### src/rtl/fetch_sequencer.sv
// Program-counter owner and instruction-memory sequencer: loads words as big-endian bytes in HALT,
// steps/branches/jumps the PC in RUN, and parks in a sticky FAULT on a bad load or fetch address.
module fetch_sequencer #(
  parameter int unsigned MEM_BYTES = 56,
  parameter logic [31:0] RESET_PC  = 32'h0000_0000
) (
  input  logic        clk,
  input  logic        reset,
  input  logic        start,
  input  logic        halt_req,
  input  logic        stall,
  input  logic        branch_taken,
  input  logic [15:0] branch_offset,
  input  logic        jump,
  input  logic        link,
  input  logic [25:0] jump_target,
  input  logic        load_valid,
  input  logic [31:0] load_addr,
  input  logic [31:0] load_data,
  output logic        load_ready,
  output logic [31:0] PC,
  output logic        fetch_valid,
  output logic        imem_we,
  output logic [31:0] imem_waddr,
  output logic [7:0]  imem_wdata,
  output logic        link_we,
  output logic [31:0] link_addr,
  output logic        fault,
  output logic [1:0]  state
);

  typedef enum logic [1:0] {
    S_HALT  = 2'd0,
    S_LOAD  = 2'd1,
    S_RUN   = 2'd2,
    S_FAULT = 2'd3
  } state_t;

  // Highest byte address at which a whole 4-byte word still fits in memory.
  localparam logic [31:0] LAST_WORD = 32'(MEM_BYTES - 4);

  state_t      state_q;
  logic [31:0] pc_q;
  logic [1:0]  k_q;
  logic [31:0] data_q;
  logic        we_q;
  logic [31:0] waddr_q;
  logic [7:0]  wdata_q;
  logic        link_we_q;
  logic [31:0] link_addr_q;
  logic        fault_q;

  logic [31:0] pc_plus4;
  logic [31:0] br_target;
  logic [31:0] jmp_target;
  logic [31:0] pc_d;
  logic        pc_d_ok;
  logic        load_ok;

  assign pc_plus4   = pc_q + 32'd4;
  assign br_target  = pc_plus4 + {{14{branch_offset[15]}}, branch_offset, 2'b00};
  assign jmp_target = {pc_plus4[31:28], jump_target, 2'b00};

  always_comb begin
    pc_d = pc_plus4;
    if (jump)              pc_d = jmp_target;
    else if (branch_taken) pc_d = br_target;
  end

  // Compare against LAST_WORD rather than adding 3 so addresses near 2^32 cannot wrap into range.
  assign pc_d_ok = (pc_d[1:0] == 2'b00) && (pc_d <= LAST_WORD);
  assign load_ok = (load_addr[1:0] == 2'b00) && (load_addr <= LAST_WORD);

  always_ff @(posedge clk or negedge reset) begin
    if (!reset) begin
      state_q     <= S_HALT;
      pc_q        <= RESET_PC;
      k_q         <= 2'd0;
      data_q      <= 32'd0;
      we_q        <= 1'b0;
      waddr_q     <= 32'd0;
      wdata_q     <= 8'd0;
      link_we_q   <= 1'b0;
      link_addr_q <= 32'd0;
      fault_q     <= 1'b0;
    end else begin
      link_we_q <= 1'b0;
      case (state_q)
        S_HALT: begin
          if (load_valid) begin
            if (load_ok) begin
              state_q <= S_LOAD;
              k_q     <= 2'd0;
              we_q    <= 1'b1;
              waddr_q <= load_addr;
              wdata_q <= load_data[31:24];
              data_q  <= {load_data[23:0], 8'h00};
            end else begin
              state_q <= S_FAULT;
              fault_q <= 1'b1;
            end
          end else if (start) begin
            state_q <= S_RUN;
          end
        end
        S_LOAD: begin
          // data_q shifts left so the next byte to emit is always in the top lane.
          if (k_q == 2'd3) begin
            state_q <= S_HALT;
            we_q    <= 1'b0;
          end else begin
            k_q     <= k_q + 2'd1;
            waddr_q <= waddr_q + 32'd1;
            wdata_q <= data_q[31:24];
            data_q  <= {data_q[23:0], 8'h00};
          end
        end
        S_RUN: begin
          if (halt_req) begin
            state_q <= S_HALT;
          end else if (!stall) begin
            if (pc_d_ok) begin
              pc_q <= pc_d;
              if (jump && link) begin
                link_we_q   <= 1'b1;
                link_addr_q <= pc_plus4;
              end
            end else begin
              state_q <= S_FAULT;
              fault_q <= 1'b1;
            end
          end
        end
        default: ;
      endcase
    end
  end

  assign state       = state_q;
  assign PC          = pc_q;
  assign load_ready  = (state_q == S_HALT);
  assign fetch_valid = (state_q == S_RUN) && !stall;
  assign imem_we     = we_q;
  assign imem_waddr  = waddr_q;
  assign imem_wdata  = wdata_q;
  assign link_we     = link_we_q;
  assign link_addr   = link_addr_q;
  assign fault       = fault_q;

endmodule

### config.mk
export PLATFORM = sky130hd
export DESIGN_NAME = fetch_sequencer
export DESIGN_NICKNAME = d
export VERILOG_FILES = /design/src/rtl/fetch_sequencer.sv
export SDC_FILE = /design/constraint.sdc
export NUM_CORES = 1
export LEC_CHECK = 0
export ABC_CLOCK_PERIOD_IN_PS = 4600
export CORE_MARGIN = 2
export CORE_UTILIZATION = 35
export CTS_CLUSTER_DIAMETER = 40
export DETAILED_ROUTE_END_ITERATION = 8
export REMOVE_ABC_BUFFERS = 1
export SLEW_MARGIN = 10
export SYNTH_ARGS = -nofsm -noshare
export SYNTH_HDL_FRONTEND = slang
export SYNTH_SLANG_ARGS = --single-unit
export TNS_END_PERCENT = 1
### constraint.sdc
create_clock -name clk -period 4.6 [get_ports clk]
set_input_delay 0.69 -clock clk [delete_from_list [all_inputs] [get_ports clk]]
set_output_delay 0.69 -clock clk [all_outputs]
set_load 0.05 [all_outputs]
### After elaboration in Yosys (flattened, before gate mapping)

Index checks and enable logic that the tools add are counted.

* register bits: 143
* bits of input ports: 115
* output and inout port bits: 111
* logic and storage cells: 90

* $add $sub $neg: 4
* order comparisons: 2
* equal/unequal tests: 14
* multiplexer cells: 41
* bitwise logic cells: 2
* reduce and logical (&&, ||, !) cells: 17

Operators by type and width (number)
* 32-bit 2-to-1 mux: 8
* 32-bit one-hot mux with 2 select lines: 2
* 32-bit by 6-bit <= comparator with 1-bit output (second input constant): 2
* 32-bit by 1-bit adder with 32-bit output (second input constant): 1
* 32-bit by 3-bit adder with 32-bit output (second input constant): 1
* 32-bit adder: 1
* 8-bit 2-to-1 mux: 3
* 2-bit 2-to-1 mux: 10
* 8-bit one-hot mux with 2 select lines: 1
* 2-bit != test (second input constant): 7
* 1-bit 2-to-1 mux: 13
* 4-bit AND reduction: 3
* 5-bit AND reduction: 2
* 3-bit != test (second input constant): 3
* 2-bit zero test: 3
* 2-bit one-hot mux with 3 select lines: 1
* 6-bit AND reduction: 1
* 2-bit equality test (second input constant): 2
* 1-bit logical AND: 4
* 1-bit one-hot mux with 2 select lines: 2
* 2-bit one-hot mux with 2 select lines: 1
* 2-bit nonzero test: 2
* 3-bit nonzero test: 1
* 2-bit by 1-bit adder with 2-bit output (second input constant): 1
* other kinds (4): 5

### Logic depth before layout (Yosys ltp)

* depth after elaboration: 10
* depth in mapped cells: 20
* mapped depth without buffers: 18

### Worst setup path before layout

Ideal clock, no wire load.

* kind: flip-flop to flip-flop
* start point: register pc_q[2], in the netlist PC[2]
* end point: register link_addr_q[10], in the netlist link_addr[10]
* setup time: 0.125 ns
* arrival time: 5.064 ns
* data required time: 4.475 ns
* path slack: -0.589 ns
* stages on the path, launching flop included: 21
* buffers on the path: 4
* period minus slack after synthesis: 5.189 ns
* cells stage by stage: dfrtp_1 > ha_1 > and4_1 > clkbuf_1 > nand4_2 > nor4_1 > xor2_1 > ha_1 > clkbuf_1 > and4_1 > and2_1 > a22oi_1 > nand3_1 > o221ai_1 > nor2_1 > or4_4 > nor4b_4 > and4_1 > buf_6 > buf_12 > mux2_4

* cells in the longest elaborated chain, start to end: 7

Ends and longest elaborated chain
* from (decl): line 43 `logic [31:0] pc_q;`
* from (signal assigned): line 123 `pc_q <= pc_d;`
* 32-bit by 3-bit adder with 32-bit output *: line 60 `assign pc_plus4 = pc_q + 32'd4;`
* named net pc_plus4[22]: line 53 `logic [31:0] pc_plus4;`
* 32-bit adder: line 61 `assign br_target = pc_plus4 + {{14{branch_offset[15]}}, branch_offset, 2'b00};`
* 32-bit 2-to-1 mux *: line 67 `else if (branch_taken) pc_d = br_target;`
* 32-bit 2-to-1 mux *: line 66 `if (jump) pc_d = jmp_target;`
* 32-bit by 6-bit <= comparator with 1-bit output *: line 71 `assign pc_d_ok = (pc_d[1:0] == 2'b00) && (pc_d <= LAST_WORD);`
* 1-bit logical AND *: line 71
* 5-bit AND reduction (no source line) *
* to (signal assigned): line 126 `link_addr_q <= pc_plus4;`
* to (decl): line 50 `logic [31:0] link_addr_q;`

Mark *: on every way through the listed nets, which the timed path passes. The rest lies on a longest branch.
A chain may end at the register's enable or synchronous reset.

### Worst setup path after layout

* start point: register pc_q[2], in the netlist PC[2]
* end point: register link_addr_q[21], in the netlist link_addr[21]

The elaborated chain is that of the path after synthesis.

==> results.sh <==
export IMPL_ys_types=66
export IMPL_worst_setup_path_end_kind="flop"
export IMPL_max_cap_viol_count=0
export IMPL_grt_max_degree=73
export IMPL_first_iter_violations=524
export IMPL_status="complete, no violations"
export IMPL_arrival_ps=4810
export IMPL_syn_inst=931
export IMPL_worst_setup_path_type="reg -> reg"
export IMPL_cts_root_buffer_cell="clkbuf_16"
export IMPL_crit_buf_inv=4
export IMPL_design_core_area_sq_mm=0.0243
export IMPL_power_density_mw_per_mm2=327
export IMPL_peakVddDrop_v=0.000265
export IMPL_p_leak_nw=5.94
export IMPL_critPathLaunch="PC[2]"
export IMPL_ys_ff_latch=135
export IMPL_htreeDepth=4
export IMPL_wl_met3_um=1420
export IMPL_die_h_um=162
export IMPL_worst_pin_slew_ps=697
export IMPL_routed_wl_um=29000
export IMPL_cts_tree="yes"
export IMPL_crit_family="simple AND/OR/NAND/NOR gates"
export IMPL_wl_met2_um=13900
export IMPL_grt_pass1_wl_um=45100
export IMPL_syn2layout_area_growth_pct=54.4
export IMPL_antenna_found_initial=1
export IMPL_num_rows=57
export IMPL_initial_core_util=0.357
export IMPL_slew_viol_final=0
export IMPL_clk_pin_slew_ps=70
export IMPL_reg2reg_from="PC[2]"
export IMPL_crit_required_ps=4910
export IMPL_final_setup_viol_count=0
export IMPL_r2r_cells=19
export IMPL_dieArea_sq_mm=0.0261
export IMPL_drive_above_1_share=0.226
export IMPL_avgSynthCellArea_sq_um=9.33
export IMPL_grt_usage=0.218
export IMPL_ios=226
export IMPL_async_flop_share=1.00
export IMPL_io_buffer_count=225
export IMPL_ys_seq_area_frac=0.389
export IMPL_max_stage_delay_ps=370
export IMPL_fin_crit_sh=0.978
export IMPL_hold_viol=0
export IMPL_drc=0
export IMPL_ctsHoldBuffers=0
export IMPL_synth_edf_count=0
export IMPL_rsz0062_at_grt="yes"
export IMPL_synthTopCellsByArea="dfrtp_1, ha_1, nand2_1"
export IMPL_crit_slowest_cell="dfrtp_1"
export IMPL_globalplace_congestion=0.885
export IMPL_die_x_um=162
export IMPL_wl_met1_um=13100
export IMPL_grt_overflow=0
export IMPL_setup_ws_ps=103
export IMPL_fmax_ghz=0.222
export IMPL_post_drt_via_cell_ratio=5.20
export IMPL_drt_pass1_iter_count=5
export IMPL_clkSinkCount=135
export IMPL_cts_inserted_buffers=17
export IMPL_fin_tns_setup_ps=0
export IMPL_ys_flop_type="dfrtp_1"
export IMPL_fin_crit_ps=4500
export IMPL_ant_nets=0
export IMPL_path_max_fanout=9
export IMPL_hpwl_um=21600
export IMPL_netlist_area_leader_share=0.389
export IMPL_dr_max_layer_used="met4"
export IMPL_grt_pass1_vias=8385
export IMPL_crit_chain="ha_2 -> and4_4 -> nand4_4 -> buf_6 -> nor4_4 -> xor2_1 -> ha_1 -> buf_6 -> nand4_1 -> nor2_2 -> o21ai_0 -> a221o_1 -> xnor2_1 -> o31ai_1 -> buf_4 -> and2_4 -> and4_4 -> clkbuf_16 -> mux2_4"
export IMPL_cts_max_path_buffers=2
export IMPL_r2r_slack_ps=100
export IMPL_hp_class="in -> async"
export IMPL_r2r_end="link_addr[21]"
export IMPL_clk_latency_ps=430
export IMPL_slew_headroom=0.535
export IMPL_wl_per_cell_um=17.9
export IMPL_ys_warn_count=0
export IMPL_num_vias=8439
export IMPL_synth_top_area_cell="dfrtp_1"
export IMPL_pre_cts_ws_ps=-207
export IMPL_start_kind="flop"
export IMPL_finClkSkew_ps=9.84
export IMPL_nNetsFinal=1438
export IMPL_syn_area_sq_mm=0.00869
## metrics by stage
step	instances	instance area (sq um)	hold WS [ps]	util	total power, mW
CTS	1612	12900	308	0.530	4.42
global placement	1579	12200	461	0.502	2.94
detailed placement	1579	12200	471	0.502	2.96
finish	1624	13400	284	0.552	4.39
global route	1624	13400	321	0.552	4.63
floorplan	889	8450	394	-	2.38
## cell usage after synthesis, drive strengths merged (2+ instances only)
cell,instances
a211oi,8
a21boi,3
a21o,15
a21oi,54
a221o,3
a22o,27
a311o,2
a31oi,4
a41o,2
and2,26
and3,12
and4,9
buf,11
clkbuf,31
dfrtp,135
ha,36
inv,12
mux2,33
mux2i,34
nand2,117
nand2b,7
nand3,35
nand3b,2
nand4,22
nor2,43
nor2b,19
nor3,19
nor3b,2
nor4,16
nor4b,2
o211ai,5
o21a,8
o21ai,84
o221a,2
o221ai,4
o22ai,4
o31ai,5
o41ai,2
or3,4
or4,4
xnor2,36
xor2,20
## cells by family after synthesis
kind of cell	share of synthesized area
compound gates	0.176
xor+xnor	0.0564
fa+ha+maj	0.0541
buf+inv	0.0327
flops	0.389
mux	0.0932
simple gates	0.199
## power by group
group	internal (mW)	switching, mW
clock	0.797	0.647
sequential	1.34	0.106
combinational	0.557	0.944
total	2.69	1.70
## metal layers
layer  GRT usage  vias up
met4      0.0682        0
li1            -     4115
met2       0.348      221
met5           0        -
met3      0.0347       33
met1       0.303     4070
## sequential cells by signal (all words and copies together) (netlist names), 2 cells and up
name / flops
imem_wdata: 8
imem_waddr: 32
link_addr: 32
PC: 32
data_q: 24
state: 2
k_q: 2
## cells in the final DEF (no fill, tap or decap), types with 8 or more instances in the layout
| cell type | instances |
|---|---|
| xnor2_2 | 8 |
| buf_4 | 144 |
| dfrtp_1 | 135 |
| xor2_1 | 17 |
| xnor2_1 | 27 |
| and2_1 | 23 |
| a22o_1 | 27 |
| nand3_1 | 32 |
| nor4_1 | 15 |
| clkbuf_16 | 18 |
| nand4_1 | 21 |
| clkdlybuf4s50_1 | 224 |
| nor3_1 | 16 |
| nor2_1 | 40 |
| o21a_1 | 8 |
| a21o_1 | 14 |
| o21ai_0 | 76 |
| ha_1 | 27 |
| mux2i_1 | 34 |
| inv_1 | 12 |
| and3_1 | 9 |
| nand2_1 | 114 |
| mux2_4 | 28 |
| a21oi_1 | 45 |
| nor2b_1 | 19 |
## final cells by class
class	instances	area, sq um
Antenna cell	1	2.50
Clock buffer	18	439
Fill cell	2186	10900
Timing Repair Buffer	378	3480
Tap cell	324	405
Multi-Input combinational cell	741	5490
Clock inverter	14	169
Inverter	13	48.8
Sequential cell	135	3380
## repair_timing
action / CTS / global route
hold endpoints to repair: 0 / 0
pin swaps: 3 / 30
resized for setup: 14 / 83
gates cloned: 0 / 2
endpoints found under the setup margin: 48 / 68
setup buffers: 1 / 9
## how the worst max path moves through the flow
stage	end	slack, ps	cells past startpoint
4_1_cts	link_addr[15]	-20	18
6_report	link_addr[21]	100	19
3_3_place_gp	link_addr[22]	-170	20
2_1_floorplan	link_addr[0]	-1300	16
5_1_grt	link_addr[21]	-60	20
3_5_place_dp	link_addr[22]	-210	20
## worst register-to-register path, stage by stage, from the launching register on
cell	delay (ps)
dfrtp_1	370
ha_2	180
and4_4	250
nand4_4	170
buf_6	180
nor4_4	150
xor2_1	140
ha_1	340
buf_6	140
nand4_1	240
nor2_2	220
o21ai_0	140
a221o_1	360
xnor2_1	130
o31ai_1	200
buf_4	170
and2_4	150
and4_4	340
clkbuf_16	200
mux2_4	290
(Power assumes the default switching activity.)
